===== src/rtl/cordic_log_pkg.sv =====
// Shared definitions for the CORDIC natural-log controller: FSM encoding,
// hyperbolic repeat schedule and fixed-point constants.
package cordic_log_pkg;

   typedef enum logic [1:0] {
      ST_IDLE  = 2'd0,
      ST_ISSUE = 2'd1,
      ST_WAIT  = 2'd2,
      ST_DONE  = 2'd3
   } state_t;

   // Hyperbolic CORDIC only converges if these iterations are issued twice.
   localparam int REP_ITER_A = 4;
   localparam int REP_ITER_B = 13;

   localparam logic [31:0] ONE_Z  = 32'h0100_0000;
   localparam logic [31:0] LN_ERR = 32'h8000_0000;

endpackage


===== src/rtl/cordic_hyp_sched.sv =====
// Step counter for the hyperbolic iteration schedule: maps step index to the
// iteration number (with 4 and 13 repeated) and flags the final step.
module cordic_hyp_sched
   import cordic_log_pkg::*;
#(
   parameter int N_ITER = 24
) (
   input  logic       i_clk,
   input  logic       i_arstn,
   input  logic       i_clear,
   input  logic       i_advance,
   output logic [7:0] o_iter,
   output logic       o_last
);

   localparam int N_STEPS = N_ITER + 2;

   logic [5:0] step_q;
   logic [7:0] step_w;
   logic       past_rep_a;
   logic       past_rep_b;

   always_ff @(posedge i_clk or negedge i_arstn) begin
      if (!i_arstn) begin
         step_q <= '0;
      end else if (i_clear) begin
         step_q <= '0;
      end else if (i_advance) begin
         step_q <= step_q + 6'd1;
      end
   end

   assign step_w = {2'b00, step_q};

   // Once a repeated iteration has been re-issued, every later step lags by one.
   assign past_rep_a = (step_w >= 8'(REP_ITER_A));
   assign past_rep_b = (step_w >= 8'(REP_ITER_B + 1));

   assign o_iter = step_w + 8'd1 - {7'd0, past_rep_a} - {7'd0, past_rep_b};
   assign o_last = (step_q == 6'(N_STEPS - 1));

endmodule


===== src/rtl/cordic_log_ctrl.sv =====
// Sequencer that computes ln(w) = 2*atanh((w-1)/(w+1)) by driving an external
// hyperbolic-vectoring CORDIC core one iteration at a time.
module cordic_log_ctrl
   import cordic_log_pkg::*;
#(
   parameter int WD     = 32,
   parameter int FRAC   = 16,
   parameter int N_ITER = 24
) (
   input  logic              i_clk,
   input  logic              i_arstn,
   input  logic              i_valid,
   output logic              o_ready,
   input  logic [WD-1:0]     i_w,
   output logic              o_valid,
   input  logic              i_ready,
   output logic [31:0]       o_ln,
   output logic              o_err,
   output logic              o_core_valid,
   output logic [7:0]        o_core_iter,
   output logic [2*WD-1:0]   o_core_x,
   output logic [2*WD-1:0]   o_core_y,
   output logic [31:0]       o_core_z,
   input  logic              i_core_valid,
   input  logic [2*WD-1:0]   i_core_x1,
   input  logic [2*WD-1:0]   i_core_y1,
   input  logic [31:0]       i_core_z1
);

   localparam int DW = 2 * WD;
   localparam logic [DW-1:0] ONE_W = {{(DW-1){1'b0}}, 1'b1} << FRAC;

   state_t          state_q, state_d;
   logic [DW-1:0]   x_q, y_q;
   logic [31:0]     z_q;
   logic            err_q;
   logic            accept, w_zero;
   logic            load_in, load_core, advance;
   logic            last_step;
   logic [7:0]      sched_iter;
   logic [DW-1:0]   w_ext, x_init, y_init;

   // Aligning w+1 and w-1 high in the wide word leaves headroom for CORDIC growth.
   assign w_ext  = {{WD{1'b0}}, i_w};
   assign x_init = (w_ext + ONE_W) << (WD - 2);
   assign y_init = (w_ext - ONE_W) << (WD - 2);
   assign w_zero = (i_w == '0);

   assign o_ready = (state_q == ST_IDLE) && i_arstn;
   assign accept  = i_valid && o_ready;

   cordic_hyp_sched #(
      .N_ITER (N_ITER)
   ) u_sched (
      .i_clk     (i_clk),
      .i_arstn   (i_arstn),
      .i_clear   (load_in),
      .i_advance (advance),
      .o_iter    (sched_iter),
      .o_last    (last_step)
   );

   always_comb begin
      // NOTE: every output of this block gets a default first, so no path infers a latch.
      state_d   = state_q;
      load_in   = 1'b0;
      load_core = 1'b0;
      advance   = 1'b0;
      case (state_q)
         ST_IDLE: begin
            if (accept) begin
               load_in = 1'b1;
               state_d = w_zero ? ST_DONE : ST_ISSUE;
            end
         end
         ST_ISSUE: state_d = ST_WAIT;
         ST_WAIT: begin
            if (i_core_valid) begin
               load_core = 1'b1;
               if (last_step) begin
                  state_d = ST_DONE;
               end else begin
                  advance = 1'b1;
                  state_d = ST_ISSUE;
               end
            end
         end
         ST_DONE: begin
            if (i_ready) state_d = ST_IDLE;
         end
         default: state_d = ST_IDLE;
      endcase
   end

   always_ff @(posedge i_clk or negedge i_arstn) begin
      // NOTE: sequential state uses non-blocking assignments so all flops update together.
      if (!i_arstn) begin
         state_q <= ST_IDLE;
         x_q     <= '0;
         y_q     <= '0;
         z_q     <= '0;
         err_q   <= 1'b0;
      end else begin
         state_q <= state_d;
         if (load_in) begin
            x_q   <= x_init;
            y_q   <= y_init;
            z_q   <= '0;
            err_q <= w_zero;
         end else if (load_core) begin
            x_q <= i_core_x1;
            y_q <= i_core_y1;
            z_q <= i_core_z1;
         end
      end
   end

   assign o_valid      = (state_q == ST_DONE);
   assign o_err        = err_q;
   assign o_ln         = err_q ? LN_ERR : {z_q[30:0], 1'b0};
   assign o_core_valid = (state_q == ST_ISSUE);
   assign o_core_iter  = (state_q == ST_IDLE) ? 8'd0 : sched_iter;
   assign o_core_x     = x_q;
   assign o_core_y     = y_q;
   assign o_core_z     = z_q;

endmodule


===== config.mk =====
export PLATFORM = sky130hd
export DESIGN_NAME = cordic_log_ctrl
export DESIGN_NICKNAME = d
export VERILOG_FILES = /design/src/rtl/cordic_log_pkg.sv /design/src/rtl/cordic_hyp_sched.sv /design/src/rtl/cordic_log_ctrl.sv
export SDC_FILE = /design/constraint.sdc
export NUM_CORES = 1
export LEC_CHECK = 0
export BUFFER_PORTS_ARGS = -buffer_cell sky130_fd_sc_hd__buf_4
export CORE_AREA = 3 3 156 158
export CTS_CLUSTER_DIAMETER = 200
export CTS_CLUSTER_SIZE = 30
export DETAILED_ROUTE_END_ITERATION = 16
export DIE_AREA = 0 0 159 161
export PLACE_DENSITY = 0.61
export SETUP_SLACK_MARGIN = 0.4
export SYNTH_ARGS = -nofsm -noshare
export SYNTH_HDL_FRONTEND = slang
export SYNTH_SLANG_ARGS = --single-unit

===== constraint.sdc =====
create_clock -name i_clk -period 2.8 [get_ports i_clk]
set_clock_uncertainty 0.05 [all_clocks]
set_input_delay 0.56 -clock i_clk [delete_from_list [all_inputs] [get_ports i_clk]]
set_output_delay 0.56 -clock i_clk [all_outputs]
set_load 0.01 [all_outputs]

* Word level (Yosys, flattened, before mapping) *
Cells that the tools add are included.

cells by class
  add/subtract/negate cells = 6
  magnitude comparators = 2
  eq/ne operators = 7
  multiplexer cells = 23
  reduce and logical (&&, ||, !) cells = 7

operators by type and width
  operator                                                                              count
  64-bit 2-to-1 mux                                                                     4
  32-bit 2-to-1 mux                                                                     3
  32-bit by 17-bit adder with 33-bit output (second input constant)                     1
  32-bit by 17-bit subtractor with 33-bit output (second input constant)                1
  32-bit zero test                                                                      1
  8-bit by 1-bit subtractor with 8-bit output                                           2
  6-bit 2-to-1 mux                                                                      2
  2-bit 2-to-1 mux                                                                      5
  8-bit 2-to-1 mux                                                                      1
  2-bit one-hot mux with 4 select lines                                                 1
  6-bit by 1-bit adder with 7-bit output (second input constant)                        1
  1-bit 2-to-1 mux                                                                      7
  6-bit by 1-bit adder with 6-bit output (second input constant)                        1
  6-bit by 5-bit == test with 1-bit output (second input constant)                      1
  6-bit by 3-bit greater-or-equal comparator with 1-bit output (second input constant)  1
  6-bit by 4-bit greater-or-equal comparator with 1-bit output (second input constant)  1
  2-bit == test (second input constant)                                                 2
  2-bit inequality test (second input constant)                                         2
  2-bit nonzero test                                                                    2
  3-bit AND reduction                                                                   1
  2-bit by 1-bit == test with 1-bit output (second input constant)                      1
  1-bit logical AND                                                                     2
  2-bit zero test                                                                       1
  2-bit by 1-bit inequality test with 1-bit output (second input constant)              1

word-level totals
  register bits = 169
  output and inout bits = 204
  word-level logic and storage cells = 51

* Logic depth before layout (Yosys ltp) *
Gate-level depths: netlist of the first run.

  depth after elaboration = 6
  gate-level depth with buffers = 10

* Hierarchy *
From an unflattened synthesis of the first run, not the netlist that was laid out.

second synthesis, totals
  cells, all modules = 982
  area total of the unflattened synthesis = 8339.2 sq um

modules (own cells, without submodules)
  module            times used  cells each  area an instance (sq um)
  cordic_log_ctrl   1           907         7686.1
  cordic_hyp_sched  1           75          653.1

* Least setup slack after synthesis of the first run *
Ideal clock, no wire load.

  path type = reg2out
  start point = register u_sched.step_q[2]
  end point = output port o_core_iter[6]
  data arrival time = 1.977 ns
  data required time = 2.190 ns
  slack = 0.213 ns
  stages on the path, launching flop included = 11
  cell sequence = dfrtp_1 -> buf_2 -> and3_1 -> nor3_1 -> fa_1 -> inv_1 -> ha_1 -> inv_1 -> nor3_1 -> nand3_1 -> a21oi_1

between the ends
  cells in the longest elaborated chain, start to end = 4
  elaborated cells on any way between the ends = 6
  those cells by class = add/sub (3); order compare (2); mux (1)

ends and longest elaborated chain
  item                                                                                                                           line                                            text
  start, declared                                                                                                                cordic_hyp_sched.sv:18                          logic [5:0] step_q;
  start signal, assigned                                                                                                         cordic_hyp_sched.sv:29                          step_q <= step_q + 6'd1;
  6-bit by 1-bit adder with 7-bit output / 6-bit by 3-bit greater-or-equal comparator with 1-bit output (equally long branches)  cordic_hyp_sched.sv:39, cordic_hyp_sched.sv:36
  8-bit by 1-bit subtractor with 8-bit output                                                                                    cordic_hyp_sched.sv:39                          assign o_iter = step_w + 8'd1 - {7'd0, past_rep_a} - {7'd0, past_rep_b};
  8-bit by 1-bit subtractor with 8-bit output (*)                                                                                cordic_hyp_sched.sv:39
  8-bit 2-to-1 mux (*)                                                                                                           cordic_log_ctrl.sv:122                          assign o_core_iter = (state_q == ST_IDLE) ? 8'd0 : sched_iter;
  end, declared                                                                                                                  cordic_log_ctrl.sv:20                           output logic [7:0] o_core_iter,

Mark *: on every way between the ends. The rest lies on a longest branch, timed or not.

* Worst setup path after layout of the first run *
  start point = register u_sched.step_q[3]
  end point = output port o_core_iter[5]

The elaborated chain is that of the path after synthesis.

==> load_flow_metrics.sql, run 1 <==
INSERT INTO impl_metrics (metric_group, metric, value, unit) VALUES
('global_route', 'largest_net_degree_at_the_start_of_global_routing', '119', ''),
('sta', 'timing_hold_violations_final', '0', ''),
('clock_tree', 'clockBufferDepth', '2', ''),
('synth', 'yosys-top-cells-count', 'sky130_fd_sc_hd__dfrtp_1, sky130_fd_sc_hd__a22o_1, sky130_fd_sc_hd__nand2_1', ''),
('hold_path', 'hold_path_class', 'input port to flip-flop', ''),
('synth', 'synth_area_leader_cell', 'sky130_fd_sc_hd__dfrtp_1', ''),
('placement', 'buffer_ports.inserted', '399', ''),
('floorplanning', 'pin_count', '401', ''),
('finish', 'num_antenna_cells', '0', ''),
('floorplanning', 'die_area', '25600', 'sq um'),
('sta', 'post-route-min-period', '2.96', 'ns'),
('synth', 'async_flop_share', '100', '%'),
('routing', 'wire_per_inst', '19.9', 'um'),
('synth', 'syn-mean-instance-area', '10.9', 'sq um'),
('global_route', 'grt_pass1_wl', '43000', 'um'),
('synth', 'synth.yosys.seq_area_share', '55.1', '%'),
('synth', 'synth_largest_type_area_fraction', '55.1', '%'),
('setup_path', 'path_cells', 'and3_4, nor3_2, fa_2, or3_4, nor3_4, nand2_2, a21oi_2, buf_4', ''),
('power', 'leakage', '5.92', 'nW'),
('setup_path', 'endpoint_kind', 'output port', ''),
('routing', 'routed-via-count', '7120', ''),
('synth', 'post_synth_main_area_contributors', 'sky130_fd_sc_hd__dfrtp_1, sky130_fd_sc_hd__a22o_1, sky130_fd_sc_hd__nand2_1', ''),
('sta', 'max-slew-margin-rel', '31.4', '%'),
('clock_tree', 'clkSlewWorstSetupHoldPaths', '0.07', 'ns'),
('outcome', 'outcome', 'finished, violations left', ''),
('synth', 'mappedNetlistArea', '7670', 'sq um'),
('setup_path', 'start_kind', 'flip-flop', ''),
('clock_tree', 'tritoncts_num_sinks', '169', ''),
('placement', 'place.gp.congestion', '0.859', ''),
('synth', 'ys.flop_type', 'sky130_fd_sc_hd__dfrtp_1', ''),
('synth', 'synth_enable_flop_cells', '0', ''),
('outcome', 'violations', 'negative setup slack', ''),
('synth', 'leading_cell_type_by_number_of_instances_after_synthesis', 'sky130_fd_sc_hd__dfrtp_1', ''),
('sta', 'period_share', '106', '%'),
('setup_path', 'worst_ep_required_time', '2.19', 'ns'),
('setup_path', 'cp_num_buf_inv', '1', ''),
('setup_path', 'worst-endpoint-arrival', '2.35', 'ns'),
('global_route', 'overflow', '0', ''),
('synth', 'yosysWarningCount', '0', ''),
('routing', 'detail_route.iter0.violations', '430', ''),
('setup_path', 'critPathKind', 'flip-flop to output port', ''),
('floorplanning', 'core.rowCount', '56', ''),
('run', 'number_of_violations_of_the_max_capacitance_limit', '0', ''),
('synth', 'synthesis.instances', '706', ''),
('setup_path', 'path_max_fanout', '3', ''),
('setup_path', 'delay_of_the_slowest_cell_on_the_worst_path', '0.43', 'ns'),
('clock_tree', 'clk-insertion-delay-late', '0.42', 'ns'),
('sta', 'fmax', '338', 'MHz'),
('placement', 'numPlacedInstances', '1380', ''),
('routing', 'routed_wl', '28300', 'um'),
('sta', 'timing.final.ws_setup', '-0.158', 'ns'),
('sta', 'final_max_tran_viols', '0', ''),
('floorplanning', 'initial_utilization', '33.0', '%'),
('global_route', 'overall_global_routing_usage', '21.3', '%'),
('synth', 'synth.distinct_cells', '55', ''),
('sta', 'grt_setup_unrepaired', 'yes', ''),
('floorplanning', 'core', '23300', 'sq um'),
('setup_path', 'timing.critical_path.slowest_stage_cell', 'sky130_fd_sc_hd__dfrtp_1', ''),
('routing', 'firstDrtPassIters', '4', ''),
('placement', 'dp_hpwl', '20400', 'um'),
('synth', 'synth.ff_latch_count', '169', ''),
('finish', 'final_layout_size_suffix_gt1_share', '44.7', '%'),
('clock_tree', 'h_tree_depth', '4', ''),
('sta', 'setup_violations', '5', ''),
('finish', 'fin_cells', '1421', ''),
('global_route', 'initial_antenna_violation_count', '0', ''),
('setup_path', 'timing.critical_path.max_delay_family', 'simple AND/OR/NAND/NOR gates', ''),
('sta', 'tightestPinTransition', '1.03', 'ns'),
('routing', 'drtAntennaViolNets', '0', ''),
('synth', 'syn-num-nets', '910', ''),
('power', 'power.density', '1110', 'nW/um^2'),
('floorplanning', 'die_height', '161', 'um'),
('clock_tree', 'cts_buffers', '17', ''),
('finish', 'synthToLayoutAreaGrowth', '53.5', '%'),
('finish', 'fin_util', '50.6', '%'),
('power', 'power.ir.vdd_worst', '411', 'uV'),
('floorplanning', 'chipWidth', '159', 'um'),
('routing', 'avgViaCountPerCell', '5.01', ''),
('clock_tree', 'tritoncts_clock_tree', 'done', ''),
('global_route', 'grt_pass1_vias', '7254', ''),
('clock_tree', 'clock_tree.root_cell', 'sky130_fd_sc_hd__clkbuf_16', ''),
('finish', 'num-nets-final', '1293', ''),
('routing', 'drc', '0', '');
cells by family after synthesis:
| family | share of synthesized area, % |
|---|---|
| other | 0.0489 |
| AO/OA/AOI/OAI | 19.5 |
| adder cells (fa/ha/maj) | 1.24 |
| AND/OR/NAND/NOR | 15.7 |
| XOR/XNOR | 3.99 |
| buffers and inverters | 4.29 |
| flip-flops | 55.1 |
| multiplexers | 0.130 |
through the flow:
stage | hold slack [ns] | total power (W) | cell area (sq um) | setup WS, ns | TNS [ns]
after detailed placement | 0.359 | 0.0105 | 11000 | 0.140 | 0
after global routing | 0.276 | 0.0138 | 11800 | -0.272 | -1.26
after CTS | 0.282 | 0.0132 | 11700 | -0.158 | -0.658
after floorplan | 0.214 | 0.00712 | 7740 | 0.357 | 0
after global placement | 0.361 | 0.0105 | 11000 | 0.196 | 0
final | 0.304 | 0.0131 | 11800 | -0.158 | -0.563
placed cells by master (no fill, tap or decap), drive strengths merged, types with 3 or more instances in the layout:
master    n
a21oi    11
a221o    13
a22o     93
a22oi    28
a31oi    17
and2      8
and3      9
buf     423
bufinv    3
clkbuf   19
dfrtp   169
ha        6
inv      15
nand2    85
nand3    14
nand3b    4
nand4     7
nor2     38
nor2b    33
nor3     11
nor4      9
o21ai    27
xnor2    19
xor2     16
repair_timing:
item                                    in CTS  in global routing
pin swaps                                    7                  5
endpoints found under the setup margin       8                 25
hold buffers                                 1                  0
resized for setup                            8                  9
endpoints found under the hold margin       13                  0
buffers inserted                             6                  2
report_power, final:
group	internal, W	leakage [nW]	switching (W)
Combinational	0.00313	3.49	0.00292
Clock	0.00148	0.307	0.00107
Sequential	0.00363	2.12	0.000825
Total	0.00824	5.92	0.00482
layout make-up:
cell class,count,area [sq um]
clock buffer,19,453
clock inverter,13,183
fill,2127,11500
inverter,9,33.8
multi-input combinational,468,3240
sequential,169,4230
tap,319,399
timing repair buffer,424,3230
metal layers:
layer  part of all wire, %  vias to the layer above  GRT usage (%)
met3                   7.5                       17           6.46
met1                    41                     3486           27.3
met2                    50                      308           35.9
li1                      -                     3309              -
met5                     0                        -              0
met4                   1.0                        0           4.26
state kept, by name, indices dropped and copies added (netlist names):
register	flops
o_core_x	64
o_core_y	64
o_core_z	32
o_err	1
state_q	2
u_sched.step_q	6
worst paths after layout:
path	slack (ns)	cells after the start	from	to
max in group asynchronous	1.26	3	i_arstn	o_core_y[53]$_DFFE_PN0P_
worst max-delay path	-0.16	8	u_sched.step_q[3]$_DFFE_PN0P_	o_core_iter[5]
worst max register to register	0.62	7	state_q[1]$_DFFE_PN0P_	o_core_y[7]$_DFFE_PN0P_
min in group asynchronous	0.53	2	i_arstn	o_core_x[18]$_DFFE_PN0P_
worst min-delay path	0.30	2	i_core_z1[13]	o_core_z[13]$_DFFE_PN0P_
worst min register to register	0.43	2	o_core_y[44]$_DFFE_PN0P_	o_core_y[44]$_DFFE_PN0P_
Note: power is estimated with default switching activity, not from simulation.
==> run 2: changes to the inputs <==
--- a/config.mk
+++ b/config.mk
@@ -6,11 +6,11 @@
 export NUM_CORES = 1
 export LEC_CHECK = 0
 export BUFFER_PORTS_ARGS = -buffer_cell sky130_fd_sc_hd__buf_4
-export CORE_AREA = 3 3 156 158
+export CORE_UTILIZATION = 33
 export CTS_CLUSTER_DIAMETER = 200
 export CTS_CLUSTER_SIZE = 30
 export DETAILED_ROUTE_END_ITERATION = 16
-export DIE_AREA = 0 0 159 161
+export HOLD_SLACK_MARGIN = 0.08
 export PLACE_DENSITY = 0.61
 export SETUP_SLACK_MARGIN = 0.4
 export SYNTH_ARGS = -nofsm -noshare
==> load_flow_metrics.sql, run 2 (same netlist as run 1, synthesis figures left out) <==
INSERT INTO impl_metrics (metric_group, metric, value, unit) VALUES
('setup_path', 'worst-endpoint-arrival', '2.29', 'ns'),
('global_route', 'grt_pass1_vias', '6984', ''),
('finish', 'layout_common_cells', 'sky130_fd_sc_hd__buf_4, sky130_fd_sc_hd__dfrtp_1, sky130_fd_sc_hd__a22o_1', ''),
('power', 'leakage', '5.88', 'nW'),
('power', 'power.density', '1090', 'nW/um^2'),
('routing', 'drc', '0', ''),
('sta', 'final_max_tran_viols', '0', ''),
('clock_tree', 'clockBufferDepth', '2', ''),
('routing', 'routed-via-count', '7132', ''),
('sta', 'tightestPinTransition', '0.884', 'ns'),
('setup_path', 'path_max_fanout', '4', ''),
('global_route', 'overall_global_routing_usage', '22.7', '%'),
('finish', 'final_area', '11700', 'sq um'),
('floorplanning', 'pin_count', '401', ''),
('sta', 'setup_violations', '4', ''),
('finish', 'num-nets-final', '1295', ''),
('hold_path', 'hold_path_class', 'input port to flip-flop', ''),
('global_route', 'overflow', '0', ''),
('finish', 'final_layout_size_suffix_gt1_share', '44.7', '%'),
('routing', 'routed_wl', '27500', 'um'),
('routing', 'detail_route.iter0.violations', '451', ''),
('routing', 'drtAntennaViolNets', '0', ''),
('setup_path', 'crit_path_frequent_cell', 'sky130_fd_sc_hd__nor3_2', ''),
('setup_path', 'start_kind', 'flip-flop', ''),
('floorplanning', 'core.rowCount', '55', ''),
('clock_tree', 'tritoncts_clock_tree', 'done', ''),
('sta', 'period_share', '104', '%'),
('placement', 'place_ws', '0.108', 'ns'),
('setup_path', 'worst_ep_required_time', '2.19', 'ns'),
('run', 'number_of_violations_of_the_max_capacitance_limit', '0', ''),
('floorplanning', 'chipWidth', '154', 'um'),
('finish', 'synthToLayoutAreaGrowth', '52.1', '%'),
('sta', 'post-route-min-period', '2.90', 'ns'),
('sta', 'fin_worst_hold_slack', '0.292', 'ns'),
('floorplanning', 'die_height', '154', 'um'),
('setup_path', 'endpoint_kind', 'output port', ''),
('routing', 'firstDrtPassIters', '5', ''),
('sta', 'fmax', '344', 'MHz'),
('floorplanning', 'die_area', '23900', 'sq um'),
('setup_path', 'delay_of_the_slowest_cell_on_the_worst_path', '0.41', 'ns'),
('outcome', 'outcome', 'finished, violations left', ''),
('placement', 'place.gp.congestion', '0.839', ''),
('clock_tree', 'h_tree_depth', '4', ''),
('sta', 'grt_setup_unrepaired', 'yes', ''),
('placement', 'dpl_cell_area', '11000', 'sq um'),
('global_route', 'initial_antenna_violation_count', '0', ''),
('clock_tree', 'cts_buffers', '17', ''),
('sta', 'max-slew-margin-rel', '41.0', '%'),
('floorplanning', 'core', '22700', 'sq um'),
('placement', 'buffer_ports.inserted', '399', ''),
('floorplanning', 'initial_utilization', '33.8', '%'),
('setup_path', 'critPathKind', 'flip-flop to output port', ''),
('global_route', 'grt_pass1_wl', '41300', 'um'),
('routing', 'avgViaCountPerCell', '5.14', ''),
('finish', 'final_common_cell', 'sky130_fd_sc_hd__buf_4', ''),
('power', 'power.ir.vdd_worst', '528', 'uV'),
('sta', 'setup_tns', '-0.331', 'ns'),
('setup_path', 'timing.critical_path.slowest_stage_cell', 'sky130_fd_sc_hd__dfrtp_2', ''),
('sta', 'timing_hold_violations_final', '0', ''),
('global_route', 'largest_net_degree_at_the_start_of_global_routing', '160', ''),
('clock_tree', 'tritoncts_num_sinks', '169', ''),
('clock_tree', 'clock_tree.root_cell', 'sky130_fd_sc_hd__clkbuf_16', ''),
('outcome', 'violations', 'negative setup slack', ''),
('placement', 'dp_hpwl', '19800', 'um'),
('finish', 'fin_cells', '1388', ''),
('placement', 'numPlacedInstances', '1345', ''),
('clock_tree', 'clkSlewWorstSetupHoldPaths', '0.08', 'ns'),
('routing', 'wire_per_inst', '19.8', 'um'),
('sta', 'timing.final.ws_setup', '-0.103', 'ns'),
('setup_path', 'path_cells', 'and3_4, nor3_2, fa_2, or3_4, nor3_4, nand2_2, nor3_2, buf_4', ''),
('finish', 'num_antenna_cells', '0', ''),
('clock_tree', 'clk-insertion-delay-late', '0.41', 'ns');
## run 2: path summary, 6_finish.rpt
path	from	end	slack, ns	depth (start not counted)
max	u_sched.step_q[3]$_DFFE_PN0P_	o_core_iter[7]	-0.10	8
min	i_core_y1[38]	o_core_y[38]$_DFFE_PN0P_	0.29	3
max reg2reg	u_sched.step_q[1]$_DFFE_PN0P_	u_sched.step_q[4]$_DFFE_PN0P_	0.75	8
min reg2reg	o_core_y[40]$_DFFE_PN0P_	o_core_y[40]$_DFFE_PN0P_	0.43	2
max in group asynchronous	i_arstn	o_core_x[10]$_DFFE_PN0P_	1.01	3
min in group asynchronous	i_arstn	o_core_x[59]$_DFFE_PN0P_	0.59	2
## run 2: worst max-delay path, delay by kind of cell, from the launching register on
kind	cells	cell delay, ns
adders and majority gates	1	0.34
and+or+nand+nor	6	1.01
DFF	1	0.41
buffers and inverters	1	0.14
## run 2: what timing repair did
item,4_1_cts,5_1_grt
hold buffers,1,0
setup buffers,8,3
gates resized for setup,12,4
endpoints found under the setup margin,8,8
pin swaps,7,4
hold endpoints to repair,10,0
## run 2: cell type report
cell class | instances | area (sq um)
multi-input combinational | 468 | 3230
clock buffer | 17 | 425
fill | 2105 | 11000
sequential | 169 | 4240
timing repair buffer | 426 | 3250
tap | 285 | 357
clock inverter | 14 | 140
inverter | 9 | 33.8
## run 2: power breakdown
part | leakage (nW) | internal [W] | switching, W | total [W]
logic | 3.49 | 0.00312 | 0.00289 | 0.00601
registers | 2.12 | 0.00363 | 0.000791 | 0.00442
clock network | 0.267 | 0.00125 | 0.00108 | 0.00233
total | 5.88 | 0.00799 | 0.00476 | 0.0128
## run 2: per-layer routing
layer  vias to the layer above  global-route usage [%]  wire, um
met5                         -                       0         0
met4                         0                    6.51       453
met3                        27                    5.80      1930
met2                       289                    37.9     13700
met1                      3507                    28.9     11500
li1                       3309                       -         -
## run 2: stage by stage
stage | util [%] | total power [W]
6_report | 51.4 | 0.0128
5_1_grt | 51.4 | 0.0135
4_1_cts | 51.2 | 0.0128
3_5_place_dp | 48.2 | 0.0104
3_3_place_gp | 48.2 | 0.0104
2_1_floorplan | - | 0.00712
